### config.mk
export PLATFORM = sky130hd
export DESIGN_NAME = icache_nway_6502
export DESIGN_NICKNAME = d
export VERILOG_FILES = /design/src/rtl/cache_pkg.sv /design/src/rtl/cache_way.sv /design/src/rtl/icache_nway_6502.sv
export SDC_FILE = /design/constraint.sdc
export NUM_CORES = 1
export LEC_CHECK = 0
export CORE_AREA = 2 2 223 225
export CTS_CLUSTER_DIAMETER = 80
export DETAILED_ROUTE_END_ITERATION = 7
export DIE_AREA = 0 0 225 227
export PLACE_DENSITY_LB_ADDON = 0.12
export SYNTH_ARGS = -nofsm -noshare
export SYNTH_HDL_FRONTEND = slang
export SYNTH_SLANG_ARGS = --single-unit
### constraint.sdc
create_clock -name clk -period 3.9 [get_ports clk]
set_input_delay 0.78 -clock clk [delete_from_list [all_inputs] [get_ports clk]]
set_output_delay 0.78 -clock clk [all_outputs]
set_load 0.03 [all_outputs]
### src/rtl/cache_pkg.sv
// Shared constants, FSM encodings and size-derivation helpers for the 6502 instruction cache.
package cache_pkg;

    localparam int unsigned ADDR_W     = 16;
    localparam int unsigned MEM_ADDR_W = 24;

    localparam logic [1:0] ST_READY    = 2'd0;
    localparam logic [1:0] ST_MEM_WAIT = 2'd1;
    localparam logic [1:0] ST_IFILL    = 2'd2;

    // Outbound memory request, assembled combinationally then split onto ports.
    typedef struct packed {
        logic                  en;
        logic                  rburst;
        logic [MEM_ADDR_W-1:0] addr;
    } mem_req_t;

    // Ceiling log2 for elaboration-time sizing.
    function automatic int unsigned clog2_u(input int unsigned v);
        int unsigned r;
        r = 32'd0;
        for (int unsigned i = 0; i < 32; i++) begin
            if ((64'd1 << i) < 64'(v)) r = i + 32'd1;
        end
        return r;
    endfunction

    function automatic int unsigned off_w(input int unsigned block_size);
        return clog2_u(block_size);
    endfunction

    function automatic int unsigned tag_w(input int unsigned block_size);
        return ADDR_W - off_w(block_size);
    endfunction

    // A single-way cache still needs a 1-bit way index.
    function automatic int unsigned way_w(input int unsigned num_ways);
        return (num_ways < 32'd2) ? 32'd1 : clog2_u(num_ways);
    endfunction

endpackage

### src/rtl/cache_way.sv
// One fully-associative cache line: valid bit, tag and BLOCK_SIZE data bytes.
module cache_way
    import cache_pkg::*;
#(
    parameter  int unsigned BLOCK_SIZE = 8,
    localparam int unsigned OFF_W      = off_w(BLOCK_SIZE),
    localparam int unsigned TAG_W      = tag_w(BLOCK_SIZE)
) (
    input  logic             clk,
    input  logic             rst,
    input  logic             inv_all,
    input  logic             alloc,
    input  logic [TAG_W-1:0] alloc_tag,
    input  logic             fill_we,
    input  logic [OFF_W-1:0] fill_off,
    input  logic [7:0]       fill_data,
    input  logic             fill_done,
    input  logic             wr_en,
    input  logic [OFF_W-1:0] wr_off,
    input  logic [7:0]       wr_data,
    input  logic [TAG_W-1:0] lookup_tag,
    input  logic [OFF_W-1:0] rd_off,
    output logic             hit_c,
    output logic [7:0]       rd_data_c
);

    logic             valid_q, valid_d;
    logic [TAG_W-1:0] tag_q, tag_d;
    logic [7:0]       data_q [BLOCK_SIZE];
    logic [7:0]       data_d [BLOCK_SIZE];

    // Next line state: allocation clears valid, completion sets it, invalidate wins.
    always_comb begin
        valid_d = valid_q;
        tag_d   = tag_q;
        data_d  = data_q;
        if (alloc) begin
            valid_d = 1'b0;
            tag_d   = alloc_tag;
        end
        if (fill_done) valid_d = 1'b1;
        if (inv_all)   valid_d = 1'b0;
        if (fill_we)   data_d[fill_off] = fill_data;
        if (wr_en)     data_d[wr_off]   = wr_data;
    end

    // Valid bit is the only reset state of the line.
    always_ff @(posedge clk) begin
        if (rst) valid_q <= 1'b0;
        else     valid_q <= valid_d;
    end

    // Tag and data storage carry no reset.
    always_ff @(posedge clk) begin
        tag_q  <= tag_d;
        data_q <= data_d;
    end

    assign hit_c     = valid_q && (tag_q == lookup_tag);
    assign rd_data_c = data_q[rd_off];

endmodule

### src/rtl/icache_nway_6502.sv
// N-way fully-associative, write-through instruction cache for a 6502-class CPU.
module icache_nway_6502
    import cache_pkg::*;
#(
    parameter int unsigned NUM_WAYS   = 4,
    parameter int unsigned BLOCK_SIZE = 8,
    parameter int unsigned CNT_WIDTH  = 16
) (
    input  logic                  clk,
    input  logic                  rst,
    input  logic                  icache_en,
    input  logic                  skip_int,
    input  logic [15:0]           cpu_addr,
    input  logic                  cpu_en,
    input  logic                  cpu_wr,
    input  logic                  cpu_iread,
    input  logic [7:0]            cpu_wdata,
    output logic                  cpu_rdy,
    output logic [7:0]            cpu_rdata,
    input  logic                  int_en,
    input  logic [7:0]            int_rdata,
    output logic [23:0]           mem_addr,
    output logic                  mem_en,
    output logic                  mem_wr,
    output logic                  mem_rburst,
    output logic                  mem_wburst,
    output logic [7:0]            mem_wdata,
    input  logic                  mem_rdy,
    input  logic [7:0]            mem_rdata0,
    input  logic                  mem_rdata_load,
    output logic [CNT_WIDTH-1:0]  hit_count,
    output logic [CNT_WIDTH-1:0]  miss_count
);

    localparam int unsigned OFF_W = off_w(BLOCK_SIZE);
    localparam int unsigned TAG_W = tag_w(BLOCK_SIZE);
    localparam int unsigned WAY_W = way_w(NUM_WAYS);

    logic [1:0]           state_q, state_d;
    logic [WAY_W-1:0]     victim_q, victim_d;
    logic [WAY_W-1:0]     fill_way_q, fill_way_d;
    logic [OFF_W-1:0]     fill_off_q, fill_off_d;
    logic [OFF_W-1:0]     save_off_q, save_off_d;
    logic [TAG_W-1:0]     fill_tag_q, fill_tag_d;
    logic                 fill_kill_q, fill_kill_d;
    logic [7:0]           cpu_rdata_q, cpu_rdata_d;
    logic [CNT_WIDTH-1:0] hit_cnt_q, hit_cnt_d;
    logic [CNT_WIDTH-1:0] miss_cnt_q, miss_cnt_d;

    logic [TAG_W-1:0]     cpu_tag;
    logic [OFF_W-1:0]     cpu_off;
    logic [NUM_WAYS-1:0]  way_hit;
    logic [7:0]           way_rdata [NUM_WAYS];
    logic                 any_hit;
    logic [7:0]           hit_data;

    logic                 inv_all;
    logic                 alloc;
    logic                 fill_we;
    logic                 fill_done;
    logic                 wr_hit;
    logic [NUM_WAYS-1:0]  alloc_v, fill_we_v, fill_done_v, wr_en_v;
    mem_req_t             mem_req;

    // Bus ready is not used: beat timing comes from mem_rdata_load alone.
    logic                 unused_mem_rdy;
    assign unused_mem_rdy = mem_rdy;

    assign cpu_tag = cpu_addr[15:OFF_W];
    assign cpu_off = cpu_addr[OFF_W-1:0];

    // Merge per-way lookups; tags are unique so at most one way hits.
    always_comb begin
        any_hit  = 1'b0;
        hit_data = 8'h00;
        for (int unsigned i = 0; i < NUM_WAYS; i++) begin
            if (way_hit[i]) begin
                any_hit  = 1'b1;
                hit_data = hit_data | way_rdata[i];
            end
        end
    end

    // Controller: next state, line control and memory request.
    always_comb begin
        state_d     = state_q;
        victim_d    = victim_q;
        fill_way_d  = fill_way_q;
        fill_off_d  = fill_off_q;
        save_off_d  = save_off_q;
        fill_tag_d  = fill_tag_q;
        fill_kill_d = fill_kill_q;
        cpu_rdata_d = cpu_rdata_q;
        hit_cnt_d   = hit_cnt_q;
        miss_cnt_d  = miss_cnt_q;
        inv_all     = 1'b0;
        alloc       = 1'b0;
        fill_we     = 1'b0;
        fill_done   = 1'b0;
        wr_hit      = 1'b0;
        mem_req     = '0;

        case (state_q)
            ST_READY: begin
                if (!cpu_en && skip_int) begin
                    state_d = ST_READY;
                end else if (int_en) begin
                    cpu_rdata_d = int_rdata;
                end else if (icache_en && any_hit && !cpu_wr) begin
                    cpu_rdata_d = hit_data;
                    if (hit_cnt_q != '1) hit_cnt_d = hit_cnt_q + CNT_WIDTH'(1);
                end else if (icache_en && cpu_iread && !cpu_wr) begin
                    mem_req.en     = 1'b1;
                    mem_req.rburst = 1'b1;
                    mem_req.addr   = {8'h00, cpu_tag, {OFF_W{1'b0}}};
                    alloc          = 1'b1;
                    fill_way_d     = victim_q;
                    fill_tag_d     = cpu_tag;
                    save_off_d     = cpu_off;
                    fill_off_d     = '0;
                    fill_kill_d    = 1'b0;
                    if (miss_cnt_q != '1) miss_cnt_d = miss_cnt_q + CNT_WIDTH'(1);
                    state_d        = ST_IFILL;
                end else begin
                    mem_req.en   = 1'b1;
                    mem_req.addr = {8'h00, cpu_addr};
                    wr_hit       = cpu_wr && icache_en && any_hit;
                    state_d      = ST_MEM_WAIT;
                end
            end
            ST_MEM_WAIT: begin
                mem_req.en   = 1'b1;
                mem_req.addr = {8'h00, cpu_addr};
                if (mem_rdata_load) begin
                    cpu_rdata_d = mem_rdata0;
                    state_d     = ST_READY;
                end
            end
            ST_IFILL: begin
                mem_req.en     = 1'b1;
                mem_req.rburst = 1'b1;
                mem_req.addr   = {8'h00, fill_tag_q, {OFF_W{1'b0}}};
                if (!icache_en) fill_kill_d = 1'b1;
                if (mem_rdata_load) begin
                    fill_we    = 1'b1;
                    fill_off_d = fill_off_q + OFF_W'(1);
                    if (fill_off_q == save_off_q) cpu_rdata_d = mem_rdata0;
                    if (fill_off_q == OFF_W'(BLOCK_SIZE - 1)) begin
                        fill_off_d = '0;
                        fill_done  = !fill_kill_q && icache_en;
                        victim_d   = (victim_q == WAY_W'(NUM_WAYS - 1)) ? '0
                                                                       : victim_q + WAY_W'(1);
                        state_d    = ST_READY;
                    end
                end
            end
            default: begin
                state_d = ST_READY;
            end
        endcase

        // A disabled cache forgets everything, every cycle.
        if (!icache_en) begin
            inv_all  = 1'b1;
            victim_d = '0;
        end
    end

    // Steer line controls to the selected way.
    always_comb begin
        alloc_v     = '0;
        fill_we_v   = '0;
        fill_done_v = '0;
        for (int unsigned i = 0; i < NUM_WAYS; i++) begin
            alloc_v[i]     = alloc     && (victim_q   == WAY_W'(i));
            fill_we_v[i]   = fill_we   && (fill_way_q == WAY_W'(i));
            fill_done_v[i] = fill_done && (fill_way_q == WAY_W'(i));
        end
        wr_en_v = way_hit & {NUM_WAYS{wr_hit}};
    end

    // Controller registers with synchronous reset.
    always_ff @(posedge clk) begin
        if (rst) begin
            state_q     <= ST_READY;
            victim_q    <= '0;
            fill_way_q  <= '0;
            fill_off_q  <= '0;
            save_off_q  <= '0;
            fill_tag_q  <= '0;
            fill_kill_q <= 1'b0;
            cpu_rdata_q <= 8'h00;
            hit_cnt_q   <= '0;
            miss_cnt_q  <= '0;
        end else begin
            state_q     <= state_d;
            victim_q    <= victim_d;
            fill_way_q  <= fill_way_d;
            fill_off_q  <= fill_off_d;
            save_off_q  <= save_off_d;
            fill_tag_q  <= fill_tag_d;
            fill_kill_q <= fill_kill_d;
            cpu_rdata_q <= cpu_rdata_d;
            hit_cnt_q   <= hit_cnt_d;
            miss_cnt_q  <= miss_cnt_d;
        end
    end

    for (genvar gi = 0; gi < NUM_WAYS; gi++) begin : g_way
        cache_way #(
            .BLOCK_SIZE (BLOCK_SIZE)
        ) u_way (
            .clk        (clk),
            .rst        (rst),
            .inv_all    (inv_all),
            .alloc      (alloc_v[gi]),
            .alloc_tag  (cpu_tag),
            .fill_we    (fill_we_v[gi]),
            .fill_off   (fill_off_q),
            .fill_data  (mem_rdata0),
            .fill_done  (fill_done_v[gi]),
            .wr_en      (wr_en_v[gi]),
            .wr_off     (cpu_off),
            .wr_data    (cpu_wdata),
            .lookup_tag (cpu_tag),
            .rd_off     (cpu_off),
            .hit_c      (way_hit[gi]),
            .rd_data_c  (way_rdata[gi])
        );
    end

    assign cpu_rdy    = (state_q == ST_READY);
    assign cpu_rdata  = cpu_rdata_q;
    assign mem_en     = mem_req.en && !rst;
    assign mem_rburst = mem_req.rburst && !rst;
    assign mem_addr   = mem_req.addr;
    assign mem_wr     = cpu_wr;
    assign mem_wdata  = cpu_wdata;
    assign mem_wburst = 1'b0;
    assign hit_count  = hit_cnt_q;
    assign miss_count = miss_cnt_q;

endmodule

==> metrics.cfg <==
[timing]
fin_crit_ns=3.789
setup_ws_ns=0.1110
slew_headroom_pct=25.90
setup_viol=0
slew_violations=0
clock_skew_ns=0.01177
max_freq_ghz=0.2639
hold_slack_ns=0.4565
tightest_slew_ns=1.109
grt_setup_unrepaired=no
hold_viol_final=0
min_period_over_period_pct=97.15

[min_path]
hold_class=flip-flop to flip-flop

[clock_tree]
cts_buffer_depth=3
clock-root-buffer=clkbuf_16
htreeDepth=2
cts_tree=built
clk_latency_ns=0.57
clk_pin_slew_ns=0.06
clkSinkCount=378
cts_buffers=44

[critical_path]
start_kind=primary input
crit_fanout=6
worstPathRequired_ns=3.12
cp_slowest_cell=xnor2_1
critPathMaxStageDelay_ns=0.35
crit_type=primary input to primary output
crit_chain=dlygate4sd2_1, xnor2_1, nand4_1, nor4_4, o41ai_4, a21oi_2, nor2_2, a22o_1, buf_4
cp_top_family=simple AND/OR/NAND/NOR gates
path_buf_inv=2
end_kind=primary output
cp.arrival_ns=3.01
rrSetupSlack_ns=0.98

[placed_design]
place_area_um2=21700
portBuffers=116
dp_hpwl_um=45050
dpl.cell_count=2849
gp_congestion=0.8896
pre_cts_ws_ns=-0.1546

[pwr]
power_density_nw_per_um2=374.8
pwr-share-seq_pct=45.5
switching_share_pct=25.30
cellInternalPower_uw=6571
vdd_drop_max_v=0.0002595
p_comb_share_pct=9.9
p_clk_share_pct=44.6
switching_power_uw=2226
p_leak_uw=0.009188
totalPowerFinal_uw=8797

[die]
start_util_pct=39.81
dieArea_um2=51080
fp.dieH_um=227
rows=81
num_io_pins=127
core_um2=48550
die_w_um=225

[synthesis]
synth_top_area_share_pct=33.77
avgSynthCellArea_um2=9.172
synth_edf_count=52
synth_area_leader_cell=dfxtp_1
syn-instance-count=2107
synthArstFlopShare_pct=0
synth_area_um2=19320
ys_top_cells_by_area=dfxtp_1, mux2i_1, edfxtp_1
synthDistinctLibCells=76
synth_ff_type=dfxtp_1
yosys_warnings=0
ys_seq_elements=378
ys_seq_area_share_pct=41.85

[global_routing]
grt_max_degree=44
grt_pass1_vias=15640
grt_overflow=0
grt_pass1_wl_um=98570
grt.total_usage_pct=25.60
antenna_found_initial=2

[layout]
areaGrowthSynthToFinish_pct=21.46
mostFrequentLayoutCells=dfxtp_1, nand2_1, mux2i_1
seqCellArea_um2=8088
drive_gt1_share_pct=17.74
final_common_cell=dfxtp_1
stdcell_count=2934
postLayoutCellArea_um2=23470
multi_input_area_um2=10490
n_fill_cell=4510
final_nets=2346

[route]
wl_per_cell_um=22.81
dr.pass1.iters=6
ant_nets=0
drc_errors=0
wl_um=66930
first_iter_violations=1431
dr_total_vias=16460
viasPerCell=5.610

[outcome]
status=complete, no violations

[flow_run]
drv_cap=0

==> flip-flops by register name, summed over array words and instances, names as in the netlist, 3 cells and up <==
signal	flops
cpu_rdata	8
fill_off_q	3
fill_tag_q	13
g_way.u_way.data_q	256
g_way.u_way.tag_q	52
g_way.u_way.valid_q	4
hit_count	16
miss_count	16
save_off_q	3
==> synth_stat cells, types with 5 or more instances <==
cell / count
a211oi_2: 5
a21oi_1: 112
a221o_1: 7
a221oi_1: 20
a222oi_1: 5
a22o_1: 15
a22oi_1: 34
and2_1: 10
and3_1: 10
buf_1: 12
buf_2: 63
buf_4: 31
buf_6: 9
clkbuf_1: 69
dfxtp_1: 326
edfxtp_1: 52
ha_1: 13
inv_1: 24
mux2_2: 32
mux2i_1: 280
mux4_2: 11
nand2_1: 295
nand2b_1: 8
nand3_1: 28
nand3b_1: 5
nand4_1: 35
nor2_1: 143
nor2_2: 22
nor2b_1: 14
nor3_1: 14
nor3_2: 10
nor3b_1: 6
nor4_1: 6
nor4_4: 8
o21ai_0: 173
o21ai_1: 41
o22ai_1: 13
o2bb2ai_1: 5
o31ai_1: 5
or4_1: 5
xnor2_1: 70
xor2_1: 6
==> power by group through the flow <==
stage	Clock, uW	Combinational (uW)	Sequential (uW)
2_1_floorplan	0	451	4100
3_3_place_gp	0	817	4090
3_5_place_dp	0	821	4090
4_1_cts	4000	828	4000
5_1_grt	4150	910	4000
6_report	3930	869	4000
==> worst reg2reg max path: stages, from the launching register on <==
cell     delay (ns)
dfxtp_1        0.35
inv_1          0.09
ha_1           0.28
and3_1         0.29
buf_4          0.19
and3_1         0.43
and2_1         0.38
nand2_1        0.43
nor2_1         0.26
a21oi_1        0.06
==> kinds of logic (layout without fill, tap and decap cells) <==
group / count (synthesis) / count (layout) / synth area share [%]
and+or+nand+nor: 638 / 639 / 15.87
AOI/OAI and AO/OA: 465 / 465 / 14.73
DFF: 378 / 378 / 41.85
muxes: 324 / 324 / 17.71
buffers and inverters: 212 / 407 / 5.536
xor gates and xnor gates: 76 / 76 / 3.444
adders and majority gates: 13 / 13 / 0.8417
other: 1 / 10 / 0.01941
==> through the flow <==
stage / util, % / setup TNS, ns
2_1_floorplan: - / 0
3_3_place_gp: 44.70 / -0.8851
3_5_place_dp: 44.70 / -1.731
4_1_cts: 47.57 / -0.001974
5_1_grt: 48.35 / 0
6_report: 48.35 / 0
==> layer usage <==
metal / up-vias / track usage, % / wire (um)
li1: 7846 / - / -
met2: 518 / 40.81 / 30400
met1: 7946 / 35.20 / 30060
met4: 2 / 9.549 / 2474
met3: 147 / 3.782 / 3983
met5: - / 0 / 12
==> timing repair <==
action	4_1_cts	5_1_grt
hold buffers	0	0
pin swaps	10	21
endpoints found under the setup margin	18	18
endpoints found under the hold margin	0	0
cloned	0	2
buffers inserted	0	8
resized for setup	13	50
==> layout make-up <==
type	instances	share of cell area (%)
clock buffers	64	5.485
clock inverters	10	0.2239
multi-input cells	1526	44.70
diodes	1	0.01066
well taps	622	3.316
inverters	27	0.4318
flip-flops and latches	378	34.46
repair buffers	306	11.38
==> path summary, 6_finish.rpt <==
path / startpoint / end / cells past startpoint
worst max-delay path: cpu_addr[6] / mem_addr[6] / 9
worst min register to register: fill_tag_q[1] / fill_tag_q[1] / 2
worst max register to register: state_q[0] / g_way[0].u_way.data_q[41] / 9
worst min-delay path: fill_tag_q[1] / fill_tag_q[1] / 2
No activity file was read; power rests on OpenSTA's default activity.
